### src/rtl/bus_pkg.sv
// Shared definitions for the serial system bus: transfer modes,
// default widths and the slave-side state encoding.
package bus_pkg;

    localparam logic MODE_READ  = 1'b0;
    localparam logic MODE_WRITE = 1'b1;

    localparam int DEF_ADDR_WIDTH = 12;
    localparam int DEF_DATA_WIDTH = 8;

    typedef enum logic [2:0] {
        IDLE,
        ADDR,
        WDATA,
        WRITE,
        RD_REQ,
        RD_WAIT,
        RDATA
    } slave_state_t;

endpackage

### src/rtl/bus_shift_reg.sv
// Parallel-load / serial-in shift register, LSB first.
// Ports: clk, rstn, load/load_data (parallel load, wins over shift),
//        shift_en/serial_in (new bit enters at MSB), q (contents).
module bus_shift_reg #(
    parameter int WIDTH = 8
) (
    input  logic             clk,
    input  logic             rstn,
    input  logic             load,
    input  logic [WIDTH-1:0] load_data,
    input  logic             shift_en,
    input  logic             serial_in,
    output logic [WIDTH-1:0] q
);

    // Bits enter at the MSB and move down, so after WIDTH shifts of an
    // LSB-first stream the word sits in natural order; q[0] is the
    // serial output.
    always_ff @(posedge clk or negedge rstn) begin
        if (!rstn) begin
            q <= '0;
        end else if (load) begin
            q <= load_data;
        end else if (shift_en) begin
            q <= {serial_in, q[WIDTH-1:1]};
        end
    end

endmodule

### src/rtl/slave_port.sv
// Responder end of the bit-serial system bus.
// Ports: clk, rstn; master side mode/wr_bus/master_valid/master_ready,
//        rd_bus/slave_ready/slave_valid; memory side mem_addr,
//        mem_wr_data, mem_wr_en, mem_rd_en, mem_rd_data, mem_rd_valid.
module slave_port
    import bus_pkg::*;
#(
    parameter int ADDR_WIDTH = DEF_ADDR_WIDTH,
    parameter int DATA_WIDTH = DEF_DATA_WIDTH
) (
    input  logic                  clk,
    input  logic                  rstn,
    input  logic                  mode,
    input  logic                  wr_bus,
    input  logic                  master_valid,
    input  logic                  master_ready,
    output logic                  rd_bus,
    output logic                  slave_ready,
    output logic                  slave_valid,
    output logic [ADDR_WIDTH-1:0] mem_addr,
    output logic [DATA_WIDTH-1:0] mem_wr_data,
    output logic                  mem_wr_en,
    output logic                  mem_rd_en,
    input  logic [DATA_WIDTH-1:0] mem_rd_data,
    input  logic                  mem_rd_valid
);

    localparam int CNT_MAX = (ADDR_WIDTH > DATA_WIDTH) ? ADDR_WIDTH : DATA_WIDTH;
    localparam int CNT_W   = $clog2(CNT_MAX + 1);
    localparam logic [CNT_W-1:0] ADDR_LAST = CNT_W'(ADDR_WIDTH - 1);
    localparam logic [CNT_W-1:0] DATA_LAST = CNT_W'(DATA_WIDTH - 1);

    slave_state_t    state, state_nxt;
    logic [CNT_W-1:0] cnt, cnt_nxt;
    logic             mode_q, mode_nxt;
    logic             addr_shift;
    logic             wdata_shift;
    logic             rdata_load;
    logic             rdata_shift;
    logic [DATA_WIDTH-1:0] rdata_q;

    always_ff @(posedge clk or negedge rstn) begin
        if (!rstn) begin
            state  <= IDLE;
            cnt    <= '0;
            mode_q <= MODE_READ;
        end else begin
            state  <= state_nxt;
            cnt    <= cnt_nxt;
            mode_q <= mode_nxt;
        end
    end

    always_comb begin
        state_nxt   = state;
        cnt_nxt     = cnt;
        mode_nxt    = mode_q;
        addr_shift  = 1'b0;
        wdata_shift = 1'b0;
        rdata_load  = 1'b0;
        rdata_shift = 1'b0;
        mem_wr_en   = 1'b0;
        mem_rd_en   = 1'b0;
        slave_valid = 1'b0;
        unique case (state)
            IDLE: begin
                if (master_valid) begin
                    mode_nxt   = mode;
                    addr_shift = 1'b1;
                    cnt_nxt    = CNT_W'(1);
                    state_nxt  = ADDR;
                end
            end
            ADDR: begin
                if (!master_valid) begin
                    cnt_nxt   = '0;
                    state_nxt = IDLE;
                end else begin
                    addr_shift = 1'b1;
                    if (cnt == ADDR_LAST) begin
                        cnt_nxt   = '0;
                        state_nxt = (mode_q == MODE_WRITE) ? WDATA : RD_REQ;
                    end else begin
                        cnt_nxt = cnt + 1'b1;
                    end
                end
            end
            WDATA: begin
                if (!master_valid) begin
                    cnt_nxt   = '0;
                    state_nxt = IDLE;
                end else begin
                    wdata_shift = 1'b1;
                    if (cnt == DATA_LAST) begin
                        cnt_nxt   = '0;
                        state_nxt = WRITE;
                    end else begin
                        cnt_nxt = cnt + 1'b1;
                    end
                end
            end
            WRITE: begin
                mem_wr_en = 1'b1;
                state_nxt = IDLE;
            end
            RD_REQ: begin
                // Zero-latency memories answer in the strobe cycle itself.
                mem_rd_en = 1'b1;
                if (mem_rd_valid) begin
                    rdata_load = 1'b1;
                    state_nxt  = RDATA;
                end else begin
                    state_nxt = RD_WAIT;
                end
            end
            RD_WAIT: begin
                if (mem_rd_valid) begin
                    rdata_load = 1'b1;
                    state_nxt  = RDATA;
                end
            end
            RDATA: begin
                slave_valid = 1'b1;
                if (master_ready) begin
                    rdata_shift = 1'b1;
                    if (cnt == DATA_LAST) begin
                        cnt_nxt   = '0;
                        state_nxt = IDLE;
                    end else begin
                        cnt_nxt = cnt + 1'b1;
                    end
                end
            end
            default: begin
                cnt_nxt   = '0;
                state_nxt = IDLE;
            end
        endcase
    end

    assign slave_ready = (state == IDLE);
    assign rd_bus      = slave_valid & rdata_q[0];

    bus_shift_reg #(.WIDTH(ADDR_WIDTH)) u_addr (
        .clk       (clk),
        .rstn      (rstn),
        .load      (1'b0),
        .load_data ('0),
        .shift_en  (addr_shift),
        .serial_in (wr_bus),
        .q         (mem_addr)
    );

    bus_shift_reg #(.WIDTH(DATA_WIDTH)) u_wdata (
        .clk       (clk),
        .rstn      (rstn),
        .load      (1'b0),
        .load_data ('0),
        .shift_en  (wdata_shift),
        .serial_in (wr_bus),
        .q         (mem_wr_data)
    );

    bus_shift_reg #(.WIDTH(DATA_WIDTH)) u_rdata (
        .clk       (clk),
        .rstn      (rstn),
        .load      (rdata_load),
        .load_data (mem_rd_data),
        .shift_en  (rdata_shift),
        .serial_in (1'b0),
        .q         (rdata_q)
    );

endmodule

### config.mk
export PLATFORM = sky130hd
export DESIGN_NAME = slave_port
export DESIGN_NICKNAME = d
export VERILOG_FILES = /design/src/rtl/bus_pkg.sv /design/src/rtl/bus_shift_reg.sv /design/src/rtl/slave_port.sv
export SDC_FILE = /design/constraint.sdc
export NUM_CORES = 1
export LEC_CHECK = 0
export CAP_MARGIN = 20
export CORE_ASPECT_RATIO = 0.9
export CORE_MARGIN = 2
export CORE_UTILIZATION = 49
export DETAILED_ROUTE_END_ITERATION = 10
export GPL_ROUTABILITY_DRIVEN = 0
export PLACE_DENSITY = 0.77
export SLEW_MARGIN = 10
export SYNTH_ARGS = -nofsm -noshare
export SYNTH_HDL_FRONTEND = slang
export SYNTH_SLANG_ARGS = --single-unit
### constraint.sdc
create_clock -name clk -period 1.94 [get_ports clk]
set_clock_uncertainty 0.2 [all_clocks]
set_input_delay 0.388 -clock clk [delete_from_list [all_inputs] [get_ports clk]]
set_output_delay 0.388 -clock clk [all_outputs]
set_load 0.05 [all_outputs]
==> qor.tcl, run 1 <==
set qor(final_critical_path_setup_slack_ns) -0.01779
set qor(setup_violations) 1
set qor(fin_nets) 224
set qor(cp.required_ns) 1.35
set qor(min-delay-path-class) {input pin to asynchronous set/reset pin}
set qor(postCtsHoldBufs) 0
set qor(synth_enable_flop_cells) 0
set qor(synth.distinct_cells) 44
set qor(fin_setup_tns_ns) -0.01779
set qor(grt_remaining_overflow) 0
set qor(via_count_of_the_first_global_routing_pass) 1415
set qor(drive_gt1_share_pct) 42.11
set qor(cellPowerDensity_mw_per_mm2) 1694
set qor(clk_latency_ns) 0.29
set qor(layout.filler_cells) 238
set qor(setup.worst_path.end_class) {output port}
set qor(cts_made_buffers) 5
set qor(floorplan.die.width_um) 67.39
set qor(drv.max_cap_violation_count) 0
set qor(drt_pass1_iterations) 4
set qor(crit_arrival_ns) 1.37
set qor(drt-initial-drc-count) 42
set qor(clkSlewWorstSetupHoldPaths_ns) 0.07
set qor(final_min_period_over_clock_period_pct) 100.9
set qor(gr-usage-met3_pct) 6.216
set qor(synth.avg_cell_area_um2) 11.81
set qor(wl_per_cell_um) 14.91
set qor(worst_slew_margin_rel_pct) 70.98
set qor(postSynth.asyncResetShare_pct) 100.0
set qor(ys_seq_area_share_pct) 50.85
set qor(synth_cells) 150
set qor(port-buffer-count) 39
set qor(detail_route.vias_per_cell) 5.478
set qor(number_of_storage_elements_in_the_synthesis_netlist) 36
set qor(grt_antenna_before_repair) 0
set qor(cts_tree) {yes}
set qor(floorplan.die.height_um) 61.05
set qor(holdWs_ns) 0.3002
set qor(htreeDepth) 2
set qor(run_status) {finished with violations}
set qor(worst-setup-path-type) {flip-flop to output port}
set qor(worstSetupStartpointType) {flip-flop}
set qor(dp_slack_ns) -0.3417
set qor(area_delta_synth_final_pct) 39.48
set qor(tritoncts_num_sinks) 36
set qor(tightestPinTransition_ns) 0.4352
set qor(placement_rows) 20
set qor(mappedNetlistArea_mm2) 0.001772
set qor(cts_root_buf) {clkbuf_8}
set qor(grt_util_met1_pct) 24.64
set qor(drt-total-wl_mm) 3.773
set qor(hold_viol) 0
set qor(total_leakage_power_nw) 1.172
set qor(cts_max_path_buffers) 2
set qor(critical_path.max_fanout) 5
set qor(synth_warnings) 0
set qor(synth_nets) 166
set qor(global_route.usage.met2_pct) 35.22
set qor(drcViolationCount) 0
set qor(violations) {setup timing}
set qor(route.antenna.remaining_nets) 0
set qor(rsz0062_at_grt) {yes}
set qor(grt_busiest_layer) {met2}
set qor(fin_crit_ns) 1.958
set qor(peakVddDrop_v) 0.001121
set qor(design.die.area_mm2) 0.004114
set qor(gr-usage-all-layers_pct) 20.41
set qor(max_freq_ghz) 0.5108
set qor(place_hpwl_mm) 2.798
set qor(via_count_of_the_routed_design) 1386
set qor(grt_first_pass_wirelength_mm) 6.210
set qor(regToRegSetupSlack_ns) 0.03
set qor(timing_max_transition_violations_final) 0
set qor(grt_start_max_net_pins) 37
set qor(placeableCoreArea_mm2) 0.003428
set qor(antennaDiodeCount) 0
set qor(initial_utilization_pct) 51.68
set qor(ios) 40
set qor(synthFlopType) {dfrtp_1}
## power by group
part | total (mW) | leakage, nW | switching [mW] | internal (mW)
Clock | 0.636 | 0.0552 | 0.255 | 0.381
Combinational | 2.31 | 0.666 | 1.31 | 1.01
Sequential | 1.24 | 0.450 | 0.209 | 1.03
## Yosys cell counts (2+ instances only)
cell type,number,area (um2)
o2111ai_1,2,17.52
mux2i_1,7,70.07
or3_1,2,12.51
dfrtp_1,36,900.9
o21ai_0,9,45.04
nand2_1,4,15.01
buf_2,5,25.02
mux2_2,20,225.2
nand3_1,3,15.01
o21ba_2,2,20.02
inv_1,3,11.26
a21oi_1,9,45.04
nand3b_1,3,22.52
nor2_1,13,48.80
nand2b_1,3,18.77
## placed cells by master (no fill, tap or decap), types with 2 or more instances in the layout
| cell type | n |
|---|---|
| nand3_1 | 3 |
| inv_1 | 3 |
| buf_12 | 7 |
| buf_4 | 37 |
| o21ba_2 | 2 |
| clkbuf_8 | 5 |
| o21ai_0 | 9 |
| mux2i_1 | 7 |
| nor3_2 | 2 |
| a21oi_1 | 9 |
| mux2_2 | 20 |
| dfrtp_1 | 33 |
| nand2b_1 | 2 |
| nand3b_1 | 3 |
| nand2b_4 | 2 |
| nor2_1 | 11 |
| o2111ai_1 | 2 |
| nand2_1 | 4 |
| or3_1 | 2 |
| nor2_2 | 2 |
| clkdlybuf4s50_1 | 13 |
| dfrtp_2 | 3 |
## final cells by class
cell class	count	area, um2	share of cell area (%)
clock buffer	6	72.57	2.937
clock inverter	2	35.03	1.418
inverter	3	11.26	0.4557
multi-input combinational	104	835.8	33.82
sequential	36	904.6	36.61
tap	44	55.05	2.228
timing repair buffer	58	556.8	22.53
## cells by family (layout without fill, tap and decap cells)
| group | after synthesis | count (layout) | synth area share (%) |
|---|---|---|---|
| xor gates and xnor gates | 1 | 1 | 0.4944 |
| and+or+nand+nor | 38 | 38 | 12.43 |
| muxes | 29 | 29 | 18.15 |
| buffers and inverters | 10 | 69 | 3.107 |
| adders and majority gates | 1 | 1 | 0.7061 |
| AOI/OAI and AO/OA | 35 | 35 | 14.27 |
| DFF | 36 | 36 | 50.85 |
## metrics by stage
step / area (um2) / util [%] / power (mW) / instances
detailed placement: 2323 / 67.77 / 3.500 / 242
global placement: 2323 / 67.77 / 3.417 / 242
floorplan: 1777 / - / 2.705 / 150
finish: 2471 / 72.08 / 4.186 / 253
global route: 2471 / 72.08 / 4.427 / 253
CTS: 2462 / 71.82 / 4.210 / 252
## metal layers
layer | vias up | wire (um) | share of wire, %
li1 | 664 | - | -
met1 | 680 | 1577 | 42
met2 | 38 | 1967 | 52
met3 | 4 | 193 | 5.1
met4 | 0 | 34 | 0.90
met5 | - | 0 | 0
## what timing repair did
| action | CTS | global route |
|---|---|---|
| pin swaps | 0 | 2 |
| hold endpoints to repair | 0 | 0 |
| setup buffers | 2 | 1 |
| setup endpoints to repair | 6 | 6 |
| resized for setup | 7 | 1 |
## registers in the layout (all words and copies together) (netlist names)
signal / flops
cnt: 4
mode_q: 1
state: 3
u_addr.q: 12
u_rdata.q: 8
u_wdata.q: 8
## worst max-delay path, cell delays in order (launching register included)
cell	delay, ns
dfrtp_2	0.45
nor2b_2	0.24
and3_1	0.24
buf_12	0.14
## worst paths after layout
kind | start | to | depth (start not counted)
setup / recovery | state[0] | rd_bus | 3
max in group asynchronous | rstn | state[1] | 2
hold reg to reg | mode_q | mode_q | 1
setup reg to reg | state[1] | cnt[2] | 6
hold / removal | rstn | cnt[2] | 2
min in group clk | mode_q | mode_q | 1
No activity file was read; power rests on OpenSTA's default activity.
==> run 2: changes to the inputs <==
- CORE_UTILIZATION: 49 -> 51
- HOLD_SLACK_MARGIN: default -> 0.12
- PLACE_DENSITY: 0.77 -> 0.79
- SYNTH_HIERARCHICAL: default -> 1
==> qor.tcl, run 2 <==
set qor(layout.filler_cells) 272
set qor(cts_max_path_buffers) 2
set qor(holdWs_ns) 0.3450
set qor(ys_seq_area_share_pct) 46.60
set qor(gr-usage-met3_pct) 4.324
set qor(synth_area_leaders) {dfrtp_1 47%, mux2i_1 14%, o21ai_1 7.2%}
set qor(dp_slack_ns) -0.2868
set qor(via_count_of_the_routed_design) 1659
set qor(synth_warnings) 6
set qor(global_route.usage.met2_pct) 32.57
set qor(clkSlewWorstSetupHoldPaths_ns) 0.06
set qor(area_delta_synth_final_pct) 44.60
set qor(floorplan.die.width_um) 68.90
set qor(largest-register) {u_addr/q}
set qor(synth_enable_flop_cells) 0
set qor(drcViolationCount) 0
set qor(wl_per_cell_um) 11.93
set qor(most_frequent_cells_in_the_layout) {41 x buf_4, 36 x dfrtp_1, 34 x conb_1}
set qor(max_freq_ghz) 0.5196
set qor(mappedNetlistArea_mm2) 0.001933
set qor(rsz0062_at_grt) {yes}
set qor(synth.distinct_cells) 37
set qor(cts_made_buffers) 5
set qor(worst-setup-path-type) {flip-flop to output port}
set qor(cp.required_ns) 1.35
set qor(largest_registers) {u_addr/q (12), u_rdata/q (8), u_wdata/q (8)}
set qor(grt_antenna_before_repair) 0
set qor(grt_busiest_layer) {met2}
set qor(synth.largest_area_cell) {dfrtp_1}
set qor(tritoncts_num_sinks) 36
set qor(grt_util_met1_pct) 28.14
set qor(critical_path.max_fanout) 3
set qor(timing_max_transition_violations_final) 0
set qor(placeableCoreArea_mm2) 0.003679
set qor(ios) 40
set qor(fin_nets) 308
set qor(design.die.area_mm2) 0.004299
set qor(min-delay-path-class) {flip-flop to flip-flop}
set qor(antennaDiodeCount) 0
set qor(grt_start_max_net_pins) 37
set qor(floorplan.die.height_um) 62.41
set qor(commonest_non_fill_non_tap_cell_in_the_layout) {buf_4}
set qor(yosys.cell_count.top_type) {dfrtp_1}
set qor(initial_utilization_pct) 52.55
set qor(drt-total-wl_mm) 4.043
set qor(fin_crit_ns) 1.925
set qor(design_area_mm2) 0.002795
set qor(number_of_storage_elements_in_the_synthesis_netlist) 36
set qor(worstSetupStartpointType) {flip-flop}
set qor(postSynth.asyncResetShare_pct) 100.0
set qor(setup.worst_path.end_class) {output port}
set qor(placement_rows) 21
set qor(largest_register_ff_count) 12
set qor(port-buffer-count) 39
set qor(synth_common_cells) {36 x dfrtp_1, 32 x nand2_1, 28 x mux2i_1, 28 x o21ai_1, 8 x nor2_1}
set qor(place_hpwl_mm) 2.742
set qor(cts_tree) {yes}
set qor(final_min_period_over_clock_period_pct) 99.21
set qor(cellPowerDensity_mw_per_mm2) 1297
set qor(run_status) {finished clean}
set qor(drt-initial-drc-count) 124
set qor(grt_remaining_overflow) 0
set qor(drt_pass1_iterations) 4
set qor(post_layout_nonfiller_instances) 339
set qor(total_leakage_power_nw) 1.249
set qor(peakVddDrop_v) 0.0007407
set qor(crit_arrival_ns) 1.34
set qor(route.antenna.remaining_nets) 0
set qor(drive_gt1_share_pct) 26.28
set qor(via_count_of_the_first_global_routing_pass) 1576
set qor(cts_root_buf) {clkbuf_8}
set qor(setup_violations) 0
set qor(synth.avg_cell_area_um2) 9.863
set qor(hold_viol) 0
set qor(detail_route.vias_per_cell) 4.894
set qor(drv.max_cap_violation_count) 0
set qor(post_dp_cell_area_mm2) 0.002586
set qor(numPlacedInstances) 324
set qor(synthFlopType) {dfrtp_1}
set qor(htreeDepth) 2
set qor(clk_latency_ns) 0.28
set qor(gr-usage-all-layers_pct) 20.67
set qor(netlist.area_leader.share_pct) 46.60
set qor(grt_first_pass_wirelength_mm) 6.844
set qor(final_critical_path_setup_slack_ns) 0.01540
set qor(synth_cells) 196
## run 2: cell types whose count changed after synthesis, sizes merged, moves of 3 or more
| cell | change |
|---|---|
| nor2 | -4 |
| nand2 | +28 |
| mux2i | +21 |
| o21ai | +25 |
| buf | +3 |
| mux2 | -22 |
| a21o | +3 |
## run 2: final timing paths
path / from / endpoint / slack, ns / cells after the start
max: state[1] / rd_bus / 0.02 / 4
min: cnt[1] / cnt[1] / 0.35 / 1
max reg2reg: state[2] / cnt[2] / 0.02 / 7
min reg2reg: cnt[1] / cnt[1] / 0.35 / 1
max in group asynchronous: rstn / u_rdata/q[3] / 0.75 / 3
min in group asynchronous: rstn / state[1] / 0.48 / 3
## run 2: per-layer routing
metal / vias to the layer above / share of wire, % / wire [um]
met5: - / 0 / 0
met4: 0 / 1.5 / 60
met3: 7 / 4.0 / 163
met2: 37 / 49 / 1992
met1: 770 / 45 / 1827
li1: 845 / - / -
## run 2: area by class of cell
type	instances	area (um2)	share of cell area [%]
Multi-Input combinational cell	179	1107	39.61
Tap cell	46	57.56	2.059
Clock buffer	7	86.33	3.089
Timing Repair Buffer	66	620.6	22.20
Clock inverter	1	7.507	0.2686
Inverter	4	15.01	0.5372
Sequential cell	36	900.9	32.23
## run 2: logic make-up after synthesis
kind of cell             synth area share (%)
AO/OA/AOI/OAI                           16.89
XOR/XNOR                               0.4532
adder cells (fa/ha/maj)                0.6471
buffers and inverters                   5.372
flip-flops                              46.60
multiplexers                            14.50
other                                  0.1940
AND/OR/NAND/NOR                         15.34
## run 2: critical path, stage by stage (launching register included)
cell     delay (ns)
dfrtp_1        0.40
and3b_2        0.25
buf_6          0.12
and2_4         0.15
buf_12         0.14
## run 2: repair_timing
item | CTS | global route
endpoints found under the hold margin | 36 | 0
hold buffers | 1 | 0
pin swaps | 1 | 5
setup endpoints to repair | 3 | 11
resized for setup | 3 | 12
setup buffers | 5 | 1
## run 2: metrics by stage
step           setup TNS [ns]  utilization (%)  total power [mW]
2_1_floorplan               0                -             2.316
3_3_place_gp           -2.652            70.31             2.888
3_5_place_dp           -2.838            70.31             2.903
4_1_cts                     0            74.42             3.544
5_1_grt               -0.3130            75.99             3.850
6_report                    0            75.99             3.625
## run 2: where the power goes
group          internal, mW  total [mW]  switching (mW)
Clock                 0.288       0.536           0.247
Sequential            0.954        1.08           0.129
Combinational         0.903        2.01            1.10
Total                  2.15        3.62            1.48
==> run 3: changes to the inputs <==
- CORE_MARGIN: 2 -> 10
- TNS_END_PERCENT: default -> 30
==> qor.tcl, run 3 (synthesis results as in run 2) <==
set qor(via_count_of_the_first_global_routing_pass) 1628
set qor(placement_rows) 21
set qor(post_layout_nonfiller_instances) 337
set qor(port-buffer-count) 39
set qor(tritoncts_num_sinks) 36
set qor(switching_power_mw) 1.484
set qor(most_frequent_cells_in_the_layout) {40 x buf_4, 35 x dfrtp_1, 34 x conb_1}
set qor(peakVddDrop_v) 0.0006377
set qor(critical_path.max_fanout) 5
set qor(setup.worst_path.start) {state[0]}
set qor(largest-register) {u_addr/q}
set qor(cell_internal_pwr_mw) 2.107
set qor(dp_slack_ns) -0.3063
set qor(worstSetupStartpointType) {flip-flop}
set qor(wl_per_cell_um) 13.14
set qor(grt_remaining_overflow) 0
set qor(setup.worst_path.end_class) {output port}
set qor(htreeDepth) 2
set qor(drcViolationCount) 0
set qor(fin_crit_ns) 1.955
set qor(rsz0062_at_grt) {yes}
set qor(design_area_mm2) 0.002784
set qor(clock_network_fraction_of_design_power_pct) 15.3
set qor(layout.filler_cells) 272
set qor(cts_max_path_buffers) 2
set qor(regToRegSetupSlack_ns) 0.03
set qor(holdWs_ns) 0.3399
set qor(violations) {setup timing}
set qor(commonest_non_fill_non_tap_cell_in_the_layout) {buf_4}
set qor(route.antenna.remaining_nets) 0
set qor(drt-initial-drc-count) 42
set qor(drt_pass1_iterations) 4
set qor(grt_first_pass_wirelength_mm) 7.369
set qor(critical_path_cell_by_cell) {and3b_2 -> buf_6 -> and2_4 -> buf_12}
set qor(detail_route.vias_per_cell) 4.932
set qor(timing.critical_path.slowest_stage_cell) {dfrtp_1}
set qor(run_status) {finished with violations}
set qor(grt_start_max_net_pins) 21
set qor(post_dp_cell_area_mm2) 0.002584
set qor(worstRegToRegCells) 7
set qor(crit_arrival_ns) 1.37
set qor(drive_gt1_share_pct) 26.12
set qor(initial_utilization_pct) 52.55
set qor(fin_nets) 306
set qor(timing_max_transition_violations_final) 0
set qor(worst_path_largest_cell_delay_ns) 0.42
set qor(worst-setup-path-type) {flip-flop to output port}
set qor(grt_antenna_before_repair) 0
set qor(cts_tree) {yes}
set qor(clk_latency_ns) 0.28
set qor(gr-usage-all-layers_pct) 13.08
set qor(hold_viol) 0
set qor(floorplan.die.height_um) 78.41
set qor(p_seq_share_pct) 30.4
set qor(critical_path.reg2reg.endpoint) {state[1]}
set qor(setup_violations) 1
set qor(design.die.area_mm2) 0.006656
set qor(placeableCoreArea_mm2) 0.003679
set qor(largest_registers) {u_addr/q (12), u_rdata/q (8), u_wdata/q (8)}
set qor(fin_util_pct) 75.68
set qor(final_critical_path_setup_slack_ns) -0.01539
set qor(clkSlewWorstSetupHoldPaths_ns) 0.07
set qor(combinationalPowerShare_pct) 54.3
set qor(numPlacedInstances) 323
set qor(timing.critical_path.to) {rd_bus}
set qor(min-delay-path-class) {flip-flop to flip-flop}
set qor(place_hpwl_mm) 3.248
set qor(largest_register_ff_count) 12
set qor(via_count_of_the_routed_design) 1662
set qor(total_leakage_power_nw) 1.234
set qor(max_freq_ghz) 0.5114
set qor(switching_share_pct) 41.34
set qor(cts_root_buf) {clkbuf_8}
set qor(cellPowerDensity_mw_per_mm2) 1290
set qor(area_delta_synth_final_pct) 44.01
set qor(final_min_period_over_clock_period_pct) 100.8
set qor(drt-total-wl_mm) 4.427
set qor(ios) 40
set qor(worst_r2r_startpoint) {state[0]}
set qor(floorplan.die.width_um) 84.90
set qor(cts_made_buffers) 5
set qor(antennaDiodeCount) 0
set qor(drv.max_cap_violation_count) 0
set qor(cp.required_ns) 1.35
[run 3: cell types whose count changed in the layout (fill, tap and decap cells not counted)]
cell	delta
buf_12	+1
buf_4	-1
buf_6	-2
dfrtp_1	-1
dfrtp_2	+1
nand2_1	+1
nand2_4	-1
nand2b_1	-1
nand2b_4	+1
nand3_1	+1
nand3_2	-1
nor2_1	-1
nor2_2	+1
[run 3: area by class of cell]
cell class	instances	area (um2)	share of cell area (%)
inverters	4	15.01	0.5393
clock inverters	1	7.507	0.2697
multi-input cells	179	1105	39.69
clock buffers	7	86.33	3.101
well taps	46	57.56	2.067
repair buffers	64	610.6	21.93
flip-flops and latches	36	902.1	32.40
[run 3: worst min-delay path by stage]
stage / end / slack [ns] / start / cells past startpoint
after floorplan: cnt[0] / -0.11 / rstn / 0
after global placement: state[1] / 0.15 / rstn / 1
after detailed placement: state[1] / 0.15 / rstn / 1
after CTS: cnt[1] / 0.34 / cnt[1] / 1
after global routing: cnt[1] / 0.36 / cnt[1] / 1
final: cnt[1] / 0.34 / cnt[1] / 1
[run 3: power by group through the flow]
stage	combinational, mW	clock [mW]	sequential [mW]
5_1_grt	2.09	0.594	1.12
4_1_cts	1.90	0.562	1.09
3_5_place_dp	1.77	0	1.13
6_report	1.95	0.551	1.09
2_1_floorplan	0.968	0	1.34
3_3_place_gp	1.76	0	1.12
[run 3: per-stage QoR]
stage                     power (mW)  setup TNS, ns
final                          3.591       -0.01539
after global routing           3.803        -0.1495
after CTS                      3.551      -0.005890
after detailed placement       2.902         -4.434
after global placement         2.873         -3.974
after floorplan                2.307        -0.1973
[run 3: worst max-delay path: cells and delay by family, from the launching register on]
| family | cells | cell delay, ns |
|---|---|---|
| buffers and inverters | 2 | 0.24 |
| DFF | 1 | 0.42 |
| and+or+nand+nor | 2 | 0.43 |
[run 3: repair_timing]
action                                  4_1_cts  5_1_grt
endpoints found under the setup margin        3       16
hold buffers                                  1        0
buffers inserted                              5        0
pin swaps                                     2        4
endpoints found under the hold margin        16        0
resized for setup                             8        8
[run 3: per-layer routing]
layer / share of wire [%] / global-route usage (%) / routed length (um) / up-vias
met5: 0 / 0 / 0 / -
met1: 43 / 15.11 / 1923 / 781
met2: 51 / 22.85 / 2240 / 36
met4: 1.2 / 4.441 / 53 / 0
li1: - / - / - / 839
met3: 4.7 / 3.509 / 209 / 6
